### src/rtl/wb_port_arbiter.sv
// Regfile write-port arbiter: zero-latency pipeline writeback path plus a one-entry
// holding register for a long-latency aux writer, with starvation-forced aux grants.
module wb_port_arbiter #(
  parameter int unsigned DATA_W     = 32,
  parameter int unsigned STARVE_MAX = 4
) (
  input  logic              clk,
  input  logic              rst,
  input  logic              pipe_we,
  input  logic [4:0]        pipe_rd,
  input  logic [DATA_W-1:0] pipe_wdata,
  input  logic              aux_valid,
  output logic              aux_ready,
  input  logic [4:0]        aux_rd,
  input  logic [DATA_W-1:0] aux_wdata,
  output logic              pipe_stall,
  output logic              rf_we,
  output logic [4:0]        rf_rd,
  output logic [DATA_W-1:0] rf_wdata,
  output logic              aux_busy,
  output logic [4:0]        aux_busy_rd
);

  localparam int unsigned CNT_W = $clog2(STARVE_MAX + 1);
  localparam logic [CNT_W-1:0] CNT_MAX = CNT_W'(STARVE_MAX);

  typedef enum logic [1:0] {IDLE, WAIT, FORCE} state_t;

  state_t            state_q, state_d;
  logic [CNT_W-1:0]  cnt_q, cnt_d, cnt_inc;
  logic [4:0]        hold_rd_q;
  logic [DATA_W-1:0] hold_data_q;
  logic              held, pwe, waw, load;

  // Writes to x0 are architecturally void, so they never compete for the port.
  assign pwe         = pipe_we & (pipe_rd != 5'd0);
  assign held        = (state_q != IDLE);
  assign waw         = held & pwe & (pipe_rd == hold_rd_q);
  assign aux_ready   = ~held & ~rst;
  assign load        = aux_valid & aux_ready & (aux_rd != 5'd0);
  assign cnt_inc     = cnt_q + CNT_W'(1);
  assign aux_busy    = held;
  assign aux_busy_rd = held ? hold_rd_q : 5'd0;

  always_ff @(posedge clk) begin
    if (rst) begin
      state_q   <= IDLE;
      cnt_q     <= '0;
      hold_rd_q <= '0;
    end else begin
      state_q <= state_d;
      cnt_q   <= cnt_d;
      if (load) hold_rd_q <= aux_rd;
    end
  end

  // Payload needs no reset: it is only observed while held is set.
  always_ff @(posedge clk) begin
    if (load) hold_data_q <= aux_wdata;
  end

  always_comb begin
    state_d = state_q;
    cnt_d   = cnt_q;
    case (state_q)
      IDLE: begin
        if (load) begin
          state_d = WAIT;
          cnt_d   = '0;
        end
      end
      WAIT: begin
        if (waw || !pwe) begin
          state_d = IDLE;
          cnt_d   = '0;
        end else begin
          cnt_d = cnt_inc;
          if (cnt_inc >= CNT_MAX) state_d = FORCE;
        end
      end
      FORCE: begin
        state_d = IDLE;
        cnt_d   = '0;
      end
      default: begin
        state_d = IDLE;
        cnt_d   = '0;
      end
    endcase
  end

  // A younger pipeline write to the held rd wins outright, even over a forced grant.
  always_comb begin
    rf_we      = 1'b0;
    rf_rd      = pipe_rd;
    rf_wdata   = pipe_wdata;
    pipe_stall = 1'b0;
    case (state_q)
      IDLE: rf_we = pwe;
      WAIT: begin
        rf_we = 1'b1;
        if (!pwe) begin
          rf_rd    = hold_rd_q;
          rf_wdata = hold_data_q;
        end
      end
      FORCE: begin
        rf_we = 1'b1;
        if (!waw) begin
          rf_rd      = hold_rd_q;
          rf_wdata   = hold_data_q;
          pipe_stall = pwe;
        end
      end
      default: rf_we = 1'b0;
    endcase
    if (rst) begin
      rf_we      = 1'b0;
      pipe_stall = 1'b0;
    end
  end

endmodule

### config.mk
export PLATFORM = sky130hd
export DESIGN_NAME = wb_port_arbiter
export DESIGN_NICKNAME = d
export VERILOG_FILES = /design/src/rtl/wb_port_arbiter.sv
export SDC_FILE = /design/constraint.sdc
export NUM_CORES = 1
export LEC_CHECK = 0
export BUFFER_PORTS_ARGS = -buffer_cell sky130_fd_sc_hd__buf_4
export CORE_ASPECT_RATIO = 0.5
export CORE_MARGIN = 2
export CORE_UTILIZATION = 47
export DETAILED_ROUTE_END_ITERATION = 8
export PLACE_DENSITY = 0.95
export SLEW_MARGIN = 30
export SYNTH_ARGS = -nofsm -noshare
export SYNTH_HDL_FRONTEND = slang
export SYNTH_SLANG_ARGS = --single-unit
### constraint.sdc
create_clock -name clk -period 5.36 [get_ports clk]
set_input_delay 0.536 -clock clk [delete_from_list [all_inputs] [get_ports clk]]
set_output_delay 0.536 -clock clk [all_outputs]
set_load 0.02 [all_outputs]
==> summary.md, run 1 <==
| Metric | Value |
|---|---|
| HPWL Detailed | between 4000 and 5000 microns |
| Sink Count | 42 |
| Drt initial violations | 98 |
| Power per unit of standard cell area | 410 nW/um^2 |
| Number of gates resized after cts | 0 |
| Starting density of the core | 0.483 |
| Cell depth of the worst hold path | 1 |
| Share of layout cells above drive strength 1 | 0.493 |
| Cells taking the most area after synthesis | sky130_fd_sc_hd__edfxtp_1 (46%), sky130_fd_sc_hd__a22o_1 (15%), sky130_fd_sc_hd__dfxtp_1 (9.6%) |
| Mean instance size in the synthesized netlist | 13.0 sq um |
| Number of nets at the end of the flow | ~370 |
| P_leak | 1.43 nW |
| Cell type contributing the most total cell area after synthesis | sky130_fd_sc_hd__edfxtp_1 |
| Setup skew after layout | 0.00600 ns |
| Setup Buffers After CTS | 0 |
| Sum of met2 wire segment lengths after detailed routing | approximately 3500 microns |
| Average wire per standard cell | 18.7 microns |
| Number of buffers inserted by hold repair at cts | 0 |
| Clock root buffer master | sky130_fd_sc_hd__clkbuf_8 |
| Area enclosed by the die boundary | 5040 sq um |
| Crit path from | state_q[0] |
| Count of H-tree levels built during CTS | 2 |
| Area delta synth->final | 50.5% |
| Post-synthesis net count | around 240 |
| Maximum number of pins on one net before global-route repair | 37 |
| Leading register cell type out of synthesis | sky130_fd_sc_hd__edfxtp_1 |
| Startpoint of the tightest hold check path | aux_wdata[0] |
| Worst slack on hold paths | between 0.4 and 0.5 ns |
| Crit path launch type | flop |
| Largest fanout on the critical path | 36 |
| Fraction of the yosys area taken by sequential cells | 0.554 |
| Maximum buffer depth of the clock tree | 2 |
| Post-detailed-route DRC marker count | 0 |
| Relative slew slack | 0.373 |
| Status | finished clean |
| Worst IR drop on VDD | 198 uV |
| Max Clock Freq | 288 MHz |
| Fraction of synthesis flops using an asynchronous set or reset pin | 0 |
| Count of port buffers added during placement | 123 |
| Most frequent cells after synthesis | sky130_fd_sc_hd__a22o_1 (36), sky130_fd_sc_hd__edfxtp_1 (32), sky130_fd_sc_hd__dfxtp_1 (10), sky130_fd_sc_hd__a21oi_1 (7), sky130_fd_sc_hd__nor2_1 (7) |
| Final clock period utilization by the worst path | 0.647 |
| I/O pin count | 124 |
| Global Route Usage Sum | 0.232 |
| Core region area | 4340 sq um |
| Vertical die dimension | 51.2 microns |
| Post-synthesis instance area | 2090 sq um |
| Amount of wire on met3 after detailed routing | 330 microns |
| Top layer used by detailed routing | met4 |
| Floorplan die width | 98.4 microns |
| Post-detailed-routing wire length | between 6000 and 7000 microns |
| Endpoint class of the critical path | primary output |
| # setup viols final | 0 |
| MaxCap Viol Count | 0 |
| Unrepaired setup endpoints after global routing | no |
| Post-route worst setup slack | ~1.9 ns |
| Final hold viol count | 0 |
| Setup CP Type | flop to primary output |
| Via count of the first global-routing pass | 1,916 |
| Final ANT Viol Nets | 0 |
| CTS tree | done |
| Number of antenna violations at the first check in global routing | 0 |
| Antenna fix cells | 0 |
| Post-route setup TNS | 0 ns |
| Post-DR vias/cell | 5.60 |
| Clock edge transition at the registers on the reported setup and hold paths | 0.08 ns |
| Unique cell type count in the Yosys netlist | 37 |
| Arrival @ worst endpoint | 2.93 ns |
| Count of standard-cell rows | 17 |
| Routability cong. | 0.805 |
| Max-slew violation count | 0 |
| Total number of vias | between 1,500 and 2,000 |
| Type of the tightest min-delay check | primary input to flop |
| Post-route met1 wirelength | 2280 microns |
| Number of warnings issued by yosys | 0 |
| Latest clock arrival within the worst-skew pair | about 0.30 ns |
| Placement Setup Slack | 2.29 ns |
| Total iterations of the first detailed-routing run | 4 |
| Cts bufs inserted | 5 |
| Post-synthesis cell count | approximately 160 |
| Transition at the pin with the smallest max-transition slack | 0.938 ns |
| Area share of the largest cell type after synthesis | 0.459 |
| Post-synthesis register bit count | 42 |
| Length in cells of the worst reg-to-reg path | 5 |
| Fraction of the core area covered by cells at the end of the flow | 0.726 |
| Final global-route overflow total | 0 |
| Leading cell type by number of instances after synthesis | sky130_fd_sc_hd__a22o_1 |
| Wire length of the first global-routing pass | 8940 microns |
| EDFF count, synth | 32 |
| Critical path data required time | 4.82 ns |
| Worst reg2reg startpoint | state_q[0] |
| Min Clock Period, post-route | 3.47 ns |
cell families after synthesis:
group	share of synthesized area
and+or+nand+nor	0.0884
DFF	0.554
AOI/OAI and AO/OA	0.238
adders and majority gates	0.0299
xor gates and xnor gates	0.0251
muxes	0.0191
buffers and inverters	0.0448
critical path: stages, from the launching register on:
cell                       delay [ns]
sky130_fd_sc_hd__dfxtp_1         0.39
sky130_fd_sc_hd__inv_1           0.09
sky130_fd_sc_hd__ha_1            0.42
sky130_fd_sc_hd__nor4_4          0.48
sky130_fd_sc_hd__nand2_2         0.13
sky130_fd_sc_hd__o21bai_4        0.69
sky130_fd_sc_hd__a22o_1          0.26
sky130_fd_sc_hd__buf_4           0.16
placed cells by master, fill, tap and decap left out, types with 2 or more instances in the layout:
master / instances
sky130_fd_sc_hd__dfxtp_1: 10
sky130_fd_sc_hd__nand2b_1: 2
sky130_fd_sc_hd__mux2i_1: 4
sky130_fd_sc_hd__edfxtp_1: 32
sky130_fd_sc_hd__a21oi_1: 7
sky130_fd_sc_hd__a32oi_1: 2
sky130_fd_sc_hd__clkbuf_8: 5
sky130_fd_sc_hd__xor2_1: 6
sky130_fd_sc_hd__a22o_1: 36
sky130_fd_sc_hd__ha_1: 5
sky130_fd_sc_hd__inv_1: 4
sky130_fd_sc_hd__buf_4: 123
sky130_fd_sc_hd__or3_1: 2
sky130_fd_sc_hd__nor3_1: 2
sky130_fd_sc_hd__nor2_1: 6
sky130_fd_sc_hd__nand2_1: 6
sky130_fd_sc_hd__a211oi_1: 2
sky130_fd_sc_hd__nor2b_1: 4
sky130_fd_sc_hd__o21ai_1: 3
sky130_fd_sc_hd__a21o_1: 2
report_power, final:
part	switching [mW]	internal [mW]
Clock	0.110	0.135
Sequential	0.0175	0.388
Combinational	0.363	0.280
Total	0.491	0.803
area by class of cell:
type | instances | area [sq um]
tap | 57 | 71.3
inverter | 5 | 18.8
clock inverter | 2 | 33.8
timing repair buffer | 124 | 951
clock buffer | 5 | 68.8
sequential | 42 | 1160
multi-input combinational | 106 | 847
fill | 297 | 1190
final timing paths:
path	end	slack, ns
worst min register to register	cnt_q[1]	0.46
worst min-delay path	hold_data_q[0]	0.41
worst max register to register	hold_data_q[28]	3.12
worst max-delay path	rf_wdata[15]	1.89
routing by layer:
layer / global-route usage / up-vias
met4: 0.137 / 0
met3: 0.0424 / 26
li1: - / 877
met1: 0.234 / 929
met2: 0.459 / 79
met5: 0 / -
registers in the layout, indices dropped and copies added (netlist names):
name,count
hold_data_q,32
hold_rd_q,5
cnt_q,3
state_q,2
per-stage QoR:
| stage | cell area, sq um | cells | total power [mW] |
|---|---|---|---|
| 2_1_floorplan | 2090 | 161 | 0.815 |
| 3_3_place_gp | 3020 | 333 | 1.02 |
| 3_5_place_dp | 3020 | 333 | 1.04 |
| 4_1_cts | 3120 | 340 | 1.28 |
| 5_1_grt | 3150 | 341 | 1.35 |
| 6_report | 3150 | 341 | 1.29 |
No activity file was read; power rests on OpenSTA's default activity.
==> inputs of run 2 (changes only) <==
--- a/config.mk
+++ b/config.mk
@@ -5,12 +5,13 @@
 export SDC_FILE = /design/constraint.sdc
 export NUM_CORES = 1
 export LEC_CHECK = 0
+export ABC_AREA = 1
 export BUFFER_PORTS_ARGS = -buffer_cell sky130_fd_sc_hd__buf_4
 export CORE_ASPECT_RATIO = 0.5
 export CORE_MARGIN = 2
-export CORE_UTILIZATION = 47
+export CORE_UTILIZATION = 45
 export DETAILED_ROUTE_END_ITERATION = 8
-export PLACE_DENSITY = 0.95
+export PLACE_DENSITY = 0.91
 export SLEW_MARGIN = 30
 export SYNTH_ARGS = -nofsm -noshare
 export SYNTH_HDL_FRONTEND = slang
==> constraint.sdc (replaced) <==
create_clock -name clk -period 3.3 [get_ports clk]
set_input_delay 0.33 -clock clk [delete_from_list [all_inputs] [get_ports clk]]
set_output_delay 0.33 -clock clk [all_outputs]
set_load 0.02 [all_outputs]
==> run 2 against run 1 <==
Non-clock buffer count rose by 2. Area after synthesis up 8.2%. Register-to-register slack lost 2.0 ns. Via count up 23%. Count of clock-buffer cells in the layout unchanged. Largest power group is now registers. Highest routed layer unchanged.
==> summary.md, run 2 <==
| Metric | Value |
|---|---|
| Cells taking the most area after synthesis | sky130_fd_sc_hd__edfxtp_1 (42%), sky130_fd_sc_hd__nand2_1 (16%), sky130_fd_sc_hd__dfxtp_1 (8.8%) (was sky130_fd_sc_hd__edfxtp_1 (46%), sky130_fd_sc_hd__a22o_1 (15%), sky130_fd_sc_hd__dfxtp_1 (9.6%)) |
| Sink Count | 42 (unchanged) |
| Post-synthesis cell count | 275 (was 161) |
| Cell seen most often among critical-path stages | sky130_fd_sc_hd__nand2_1 |
| Type of the tightest min-delay check | primary input to flop (unchanged) |
| Cell type group with the largest total delay on the critical path | compound AO/OA/AOI/OAI gates (unchanged) |
| Reg-to-reg setup timing slack | 1.08 ns (was 3.12 ns) |
| Total iterations of the first detailed-routing run | 4 (unchanged) |
| Crit path buffers/inverters | 4 (was 2) |
| EDFF count, synth | 32 (unchanged) |
| Number of nets at the end of the flow | 479 (was 367) |
| Mean instance size in the synthesized netlist | 8.24 sq um (was 13.0 sq um) |
| Leading register cell type out of synthesis | sky130_fd_sc_hd__edfxtp_1 (unchanged) |
| Latest clock arrival within the worst-skew pair | 0.29 ns (was 0.30 ns) |
| Area enclosed by the die boundary | 5650 sq um (was 5040 sq um) |
| Number of antenna violations at the first check in global routing | 0 (unchanged) |
| P_leak | 1.62 nW (was 1.43 nW) |
| Average wire per standard cell | 13.8 microns (was 18.7 microns) |
| Status | finished clean (unchanged) |
| Leading cell type by number of instances after synthesis | sky130_fd_sc_hd__nand2_1 (was sky130_fd_sc_hd__a22o_1) |
| HPWL Detailed | 4700 microns (was 4370 microns) |
| Final clock period utilization by the worst path | 0.947 |
| Worst IR drop on VDD | 339 uV (was 198 uV) |
| Area delta synth->final | 46.2% (was 50.5%) |
| Power per unit of standard cell area | 473 nW/um^2 (was 410 nW/um^2) |
| Critical path data required time | 2.97 ns (was 4.82 ns) |
| Final hold viol count | 0 (unchanged) |
| Slowest cell on the critical path | sky130_fd_sc_hd__o21ai_2 (was sky130_fd_sc_hd__o21bai_4) |
| Min Clock Period, post-route | 3.13 ns |
| Post-place instance area | 3210 sq um (was 3020 sq um) |
| Setup Buffers After CTS | 0 (unchanged) |
| Transition at the pin with the smallest max-transition slack | 0.731 ns (was 0.938 ns) |
| Post-route setup TNS | 0 ns (unchanged) |
| Max-slew violation count | 0 (unchanged) |
| Cell area after layout | 3310 sq um (was 3150 sq um) |
| Setup skew after layout | 0.00453 ns (was 0.00600 ns) |
| Cell depth of the worst hold path | 1 (unchanged) |
| Met1 usage | 0.227 (was 0.234) |
| Count of standard-cell rows | 18 (was 17) |
| Most common cell after layout, fill and taps aside | sky130_fd_sc_hd__buf_4 (unchanged) |
| Unique cell type count in the Yosys netlist | 24 (was 37) |
| Count of port buffers added during placement | 123 (unchanged) |
| Number of warnings issued by yosys | 0 (unchanged) |
| Core region area | 4890 sq um (was 4340 sq um) |
| Highest-count cells in the layout ignoring fill and taps | sky130_fd_sc_hd__buf_4 (126), sky130_fd_sc_hd__nand2_1 (99), sky130_fd_sc_hd__edfxtp_1 (32) (was sky130_fd_sc_hd__buf_4 (123), sky130_fd_sc_hd__a22o_1 (36), sky130_fd_sc_hd__edfxtp_1 (32)) |
| Length in cells of the worst reg-to-reg path | 6 (was 5) |
| Starting density of the core | 0.464 (was 0.483) |
| Wire length of the first global-routing pass | 9170 microns (was 8940 microns) |
| # setup viols final | 0 (unchanged) |
| Max Clock Freq | 320 MHz |
| Post-synthesis register bit count | 42 (unchanged) |
| Fraction of synthesis flops using an asynchronous set or reset pin | 0 (unchanged) |
| MaxCap Viol Count | 0 (unchanged) |
| Vertical die dimension | 54.2 microns (was 51.2 microns) |
| Met3 usage in global routing | 0.0508 (was 0.0424) |
| Post-detailed-routing wire length | 6470 microns (was 6380 microns) |
| Total number of vias | 2,345 (was 1,911) |
| Post-synthesis net count | 358 (was 244) |
| Largest fanout on the critical path | 21 (was 36) |
| Maximum buffer depth of the clock tree | 2 (unchanged) |
| Crit path launch type | flop (unchanged) |
| Number of fillers in the final layout | 360 (was 297) |
| Most frequent cells after synthesis | sky130_fd_sc_hd__nand2_1 (99), sky130_fd_sc_hd__edfxtp_1 (32), sky130_fd_sc_hd__nand4_1 (24), sky130_fd_sc_hd__nand3_1 (22), sky130_fd_sc_hd__inv_1 (21) (was sky130_fd_sc_hd__a22o_1 (36), sky130_fd_sc_hd__edfxtp_1 (32), sky130_fd_sc_hd__dfxtp_1 (10), sky130_fd_sc_hd__a21oi_1 (7), sky130_fd_sc_hd__nor2_1 (7)) |
| Top register by number of flip-flops | hold_data_q (unchanged) |
| Share of layout cells above drive strength 1 | 0.358 (was 0.493) |
| Setup CP Type | flop to primary output (unchanged) |
| Floorplan die width | 104 microns (was 98.4 microns) |
| Relative slew slack | 0.513 (was 0.373) |
| Routability cong. | 0.868 (was 0.805) |
| Count of H-tree levels built during CTS | 2 (unchanged) |
| Worst reg2reg startpoint | state_q[1] (was state_q[0]) |
| Area share of the largest cell type after synthesis | 0.424 (was 0.459) |
| Antenna fix cells | 0 (unchanged) |
| Global Route Usage Sum | 0.207 (was 0.232) |
| Top flop regs | hold_data_q x32, hold_rd_q x5, cnt_q x3 (unchanged) |
| Delay of the slowest critical-path stage | 0.62 ns (was 0.69 ns) |
| Via count of the first global-routing pass | 2,072 (was 1,916) |
| Cts bufs inserted | 5 (unchanged) |
| Clock root buffer master | sky130_fd_sc_hd__clkbuf_8 (unchanged) |
| Endpoint, Worst Hold | hold_data_q[21] (was hold_data_q[0]) |
| Post-detailed-route DRC marker count | 0 (unchanged) |
| Max reg flops | 32 (unchanged) |
| Maximum number of pins on one net before global-route repair | 42 (was 37) |
| I/O pin count | 124 (unchanged) |
| Endpoint class of the critical path | primary output (unchanged) |
| Most Used Layer, Global Route | met2 (unchanged) |
| Reg2Reg Capture Point | hold_data_q[15] (was hold_data_q[28]) |
| Final ANT Viol Nets | 0 (unchanged) |
| Post-synthesis instance area | 2270 sq um (was 2090 sq um) |
| Fraction of met2 tracks used by global routing | 0.408 (was 0.459) |
| Startpoint of the tightest hold check path | aux_wdata[21] (was aux_wdata[0]) |
| Unrepaired setup endpoints after global routing | no (unchanged) |
| Cell type contributing the most total cell area after synthesis | sky130_fd_sc_hd__edfxtp_1 (unchanged) |
| CP Cell Sequence | inv_1 -> ha_1 -> inv_4 -> nand2_1 -> nor2_2 -> nand4_1 -> buf_4 -> o21ai_2 -> nand2_1 -> nand2_1 -> buf_4 (was inv_1 -> ha_1 -> nor4_4 -> nand2_2 -> o21bai_4 -> a22o_1 -> buf_4) |
| Post-DR vias/cell | 5.02 (was 5.60) |
| CTS tree | done (unchanged) |
| Drt initial violations | 112 (was 98) |
| Fraction of the yosys area taken by sequential cells | 0.512 (was 0.554) |
| Arrival @ worst endpoint | 2.80 ns (was 2.93 ns) |
| Clock edge transition at the registers on the reported setup and hold paths | 0.08 ns (about the same) |
| Final global-route overflow total | 0 (unchanged) |
[run 2: what timing repair did]
| item | CTS | global route |
|---|---|---|
| endpoints found under the hold margin | 0 | 0 |
| endpoints found under the setup margin | 0 | 16 |
| hold buffers | 0 | 0 |
| resized for setup | 0 | 0 |
[run 2: how the worst max path moves through the flow]
stage,start,endpoint,slack [ns],depth (start not counted)
2_1_floorplan,state_q[0],rf_rd[1],1.11,12
5_1_grt,state_q[0],rf_wdata[2],0.03,11
3_5_place_dp,state_q[0],rf_wdata[29],0.48,11
4_1_cts,state_q[0],rf_wdata[7],0.14,11
3_3_place_gp,state_q[0],rf_rd[1],0.68,11
6_report,state_q[0],rf_wdata[14],0.17,11
[run 2: final cells by class]
type	instances	area (sq um)	area share
clock inverters	3	21.3	0.00642
flip-flops and latches	42	1160	0.350
clock buffers	5	68.8	0.0208
well taps	70	87.6	0.0264
repair buffers	126	946	0.285
inverters	24	92.6	0.0279
multi-input cells	197	936	0.282
[run 2: per-layer routing]
| layer | share of wire | wire length, microns |
|---|---|---|
| met1 | 0.39 | 2500 |
| met2 | 0.55 | 3560 |
| met3 | 0.047 | 304 |
| met4 | 0.017 | 108 |
| met5 | 0 | 0 |
[run 2: power by group]
group	switching [mW]	internal, mW
registers	0.0183	0.612
logic	0.363	0.239
clock network	0.186	0.149
total	0.567	1.00
[run 2: through the flow]
step / hold slack, ns / cells / total power, mW / setup WS (ns) / util
final: 0.208 / 467 / 1.57 / 0.175 / 0.678
after global routing: 0.187 / 467 / 1.65 / 0.0307 / 0.678
after CTS: 0.201 / 466 / 1.56 / 0.141 / 0.676
after floorplan: 0.399 / 275 / 0.996 / 1.11 / -
after detailed placement: 0.501 / 458 / 1.23 / 0.482 / 0.658
after global placement: 0.484 / 458 / 1.22 / 0.680 / 0.658
[run 2: cell families after synthesis]
group,after synthesis,synth area share
AOI/OAI and AO/OA,19,0.0469
xor gates and xnor gates,2,0.00773
adders and majority gates,5,0.0276
buffers and inverters,37,0.0784
DFF,42,0.512
and+or+nand+nor,170,0.327
==> inputs of run 3 (changes only) <==
--- a/config.mk
+++ b/config.mk
@@ -12,6 +12,7 @@
 export CORE_UTILIZATION = 45
 export DETAILED_ROUTE_END_ITERATION = 8
 export PLACE_DENSITY = 0.91
+export SETUP_SLACK_MARGIN = 0.4
 export SLEW_MARGIN = 30
 export SYNTH_ARGS = -nofsm -noshare
 export SYNTH_HDL_FRONTEND = slang
==> run 3 against run 2 <==
Sequential share of layout area shrank 0.55 points. Count of clock-buffer cells in the layout is the same. Flip-flop and latch count is the same. Critical path depth decreased by 1. Cell count grew 0.43%. Critical path type unchanged. Register-to-register slack gained 0.15 ns. Worst setup slack gained 0.41 ns. Non-clock buffer count grew 2. Routed wire length up 1.5%. Sequential power is essentially flat. Total power rose by 2.0%. Global-route usage is 0.83 points higher. Highest routed layer unchanged.
==> summary.md, run 3 (synthesis gave the netlist of run 2 again) <==
| Metric | Value |
|---|---|
| Antenna fix cells | 0 (unchanged) |
| Worst slack on hold paths | 0.204 ns (was 0.208 ns) |
| MaxCap Viol Count | 0 (unchanged) |
| Footprint of the multi-input gates | 948 sq um (was 936 sq um) |
| Unrepaired setup endpoints after global routing | no (unchanged) |
| Number of cells in the finished layout apart from fillers | 469 (was 467) |
| Top flop regs | hold_data_q x32, hold_rd_q x5, cnt_q x3 (unchanged) |
| Endpoint class of the critical path | primary output (unchanged) |
| Count of standard-cell rows | 18 (unchanged) |
| Cells after DPL | 458 (unchanged) |
| Floorplan die width | 104 microns (unchanged) |
| Max Clock Freq | 368 MHz (was 320 MHz) |
| Area delta synth->final | 48.5% (was 46.2%) |
| Sink Count | 42 (unchanged) |
| Maximum buffer depth of the clock tree | 2 (unchanged) |
| Number of buffers inserted by hold repair at cts | 0 (unchanged) |
| Post-detailed-route DRC marker count | 0 (unchanged) |
| Number of fillers in the final layout | 351 (was 360) |
| Global Route Usage Sum | 0.215 (was 0.207) |
| Final hold viol count | 0 (unchanged) |
| Final clock period utilization by the worst path | 0.824 (was 0.947) |
| Top register by number of flip-flops | hold_data_q (unchanged) |
| Transition at the pin with the smallest max-transition slack | 0.414 ns (was 0.731 ns) |
| Number of antenna violations at the first check in global routing | 0 (unchanged) |
| Latest clock arrival within the worst-skew pair | 0.29 ns (about the same) |
| Area enclosed by the die boundary | 5650 sq um (unchanged) |
| Placement Setup Slack | 0.482 ns (unchanged) |
| Largest fanout on the critical path | 41 (was 21) |
| I/O pin count | 124 (unchanged) |
| Maximum number of pins on one net before global-route repair | 42 (unchanged) |
| Final ANT Viol Nets | 0 (unchanged) |
| Highest-count cells in the layout ignoring fill and taps | sky130_fd_sc_hd__buf_4 (126), sky130_fd_sc_hd__nand2_1 (98), sky130_fd_sc_hd__edfxtp_1 (32) (was sky130_fd_sc_hd__buf_4 (126), sky130_fd_sc_hd__nand2_1 (99), sky130_fd_sc_hd__edfxtp_1 (32)) |
| Endpoint, Worst Hold | hold_data_q[21] (unchanged) |
| Total number of vias | 2,364 (was 2,345) |
| Sequential cell area in the final layout | 1160 sq um (unchanged) |
| P_leak | 1.64 nW (was 1.62 nW) |
| Reg-to-reg setup timing slack | 1.23 ns (was 1.08 ns) |
| Startpoint of the tightest hold check path | aux_wdata[21] (unchanged) |
| Clock edge transition at the registers on the reported setup and hold paths | 0.09 ns (was 0.08 ns) |
| Average wire per standard cell | 14.0 microns (was 13.8 microns) |
| Number of nets at the end of the flow | 481 (was 479) |
| # setup viols final | 0 (unchanged) |
| Drt initial violations | 122 (was 112) |
| Cts bufs inserted | 5 (unchanged) |
| Clock root buffer master | sky130_fd_sc_hd__clkbuf_8 (unchanged) |
| Vertical die dimension | 54.2 microns (unchanged) |
| Total iterations of the first detailed-routing run | 7 (was 4) |
| Reg2Reg Capture Point | hold_data_q[15] (unchanged) |
| Critical path data required time | 2.97 ns (about the same) |
| Count of port buffers added during placement | 123 (unchanged) |
| HPWL Detailed | 4700 microns (unchanged) |
| Setup skew after layout | 0.00542 ns (was 0.00453 ns) |
| Core region area | 4890 sq um (unchanged) |
| Relative slew slack | 0.724 (was 0.513) |
| Wire length of the first global-routing pass | 9490 microns (was 9170 microns) |
| Worst IR drop on VDD | 338 uV (was 339 uV) |
| Post-route setup TNS | 0 ns (unchanged) |
| Max reg flops | 32 (unchanged) |
| Post-DR vias/cell | 5.04 (was 5.02) |
| Most common cell after layout, fill and taps aside | sky130_fd_sc_hd__buf_4 (unchanged) |
| CTS tree | done (unchanged) |
| Crit path launch type | flop (unchanged) |
| Count of H-tree levels built during CTS | 2 (unchanged) |
| Post-route worst setup slack | 0.581 ns (was 0.175 ns) |
| Status | finished clean (unchanged) |
| Worst reg2reg startpoint | state_q[0] (was state_q[1]) |
| Type of the tightest min-delay check | primary input to flop (unchanged) |
| Routability cong. | 0.868 (unchanged) |
| Power per unit of standard cell area | 475 nW/um^2 (was 473 nW/um^2) |
| Arrival @ worst endpoint | 2.39 ns (was 2.80 ns) |
| Setup CP Type | flop to primary output (unchanged) |
| Via count of the first global-routing pass | 2,088 (was 2,072) |
| Min Clock Period, post-route | 2.72 ns (was 3.13 ns) |
| Cell depth of the worst hold path | 1 (unchanged) |
| Fraction of the core area covered by cells at the end of the flow | 0.689 (was 0.678) |
| Share of layout cells above drive strength 1 | 0.366 (was 0.358) |
| Length in cells of the worst reg-to-reg path | 6 (unchanged) |
| Final global-route overflow total | 0 (unchanged) |
| Starting density of the core | 0.464 (unchanged) |
| Post-detailed-routing wire length | 6570 microns (was 6470 microns) |
| Max-slew violation count | 0 (unchanged) |
[run 3: cell count changes in the layout (fill, tap and decap cells not counted), sizes merged]
cell  change
buf       +2
[run 3: worst max-delay path: stages, from the launching register on]
cell,delay (ns)
sky130_fd_sc_hd__dfxtp_1,0.40
sky130_fd_sc_hd__inv_1,0.08
sky130_fd_sc_hd__ha_2,0.32
sky130_fd_sc_hd__buf_4,0.35
sky130_fd_sc_hd__o21ai_0,0.16
sky130_fd_sc_hd__inv_1,0.22
sky130_fd_sc_hd__o21ai_4,0.10
sky130_fd_sc_hd__buf_12,0.16
sky130_fd_sc_hd__nand2_1,0.06
sky130_fd_sc_hd__nand2_1,0.07
sky130_fd_sc_hd__buf_4,0.17
[run 3: worst max-delay path by stage]
stage                     from      endpoint  slack, ns  cells after the start
finish              state_q[1]   rf_wdata[7]       0.58                     10
detailed placement  state_q[0]  rf_wdata[29]       0.48                     11
global placement    state_q[0]      rf_rd[1]       0.68                     11
floorplan           state_q[0]      rf_rd[1]       1.11                     12
global route        state_q[0]  rf_wdata[18]       0.41                     12
CTS                 state_q[0]   rf_wdata[3]       0.43                     11
[run 3: area by class of cell]
| class | count | share of cell area |
|---|---|---|
| Timing Repair Buffer | 128 | 0.293 |
| Sequential cell | 42 | 0.345 |
| Clock inverter | 3 | 0.00632 |
| Multi-Input combinational cell | 197 | 0.282 |
| Tap cell | 70 | 0.0260 |
| Inverter | 24 | 0.0275 |
| Clock buffer | 5 | 0.0204 |
[run 3: what timing repair did]
action                                  in CTS  in global routing
setup buffers                                1                  1
resized for setup                            2                  1
endpoints found under the setup margin      34                 23
cloned                                       1                  0
pin swaps                                    1                  1
[run 3: power by group]
group / internal (mW) / switching, mW
logic: 0.262 / 0.371
registers: 0.612 / 0.0183
clock network: 0.149 / 0.187
total: 1.02 / 0.576
[run 3: per-stage QoR]
step	instance area, sq um	total power [mW]
floorplan	2270	0.996
global placement	3210	1.22
detailed placement	3210	1.23
CTS	3340	1.59
global route	3370	1.68
finish	3370	1.60
[run 3: metal layers]
layer | GRT usage | wire length (microns)
met1 | 0.246 | 2550
met2 | 0.417 | 3580
met3 | 0.0484 | 285
met4 | 0.0698 | 150
met5 | 0 | 0
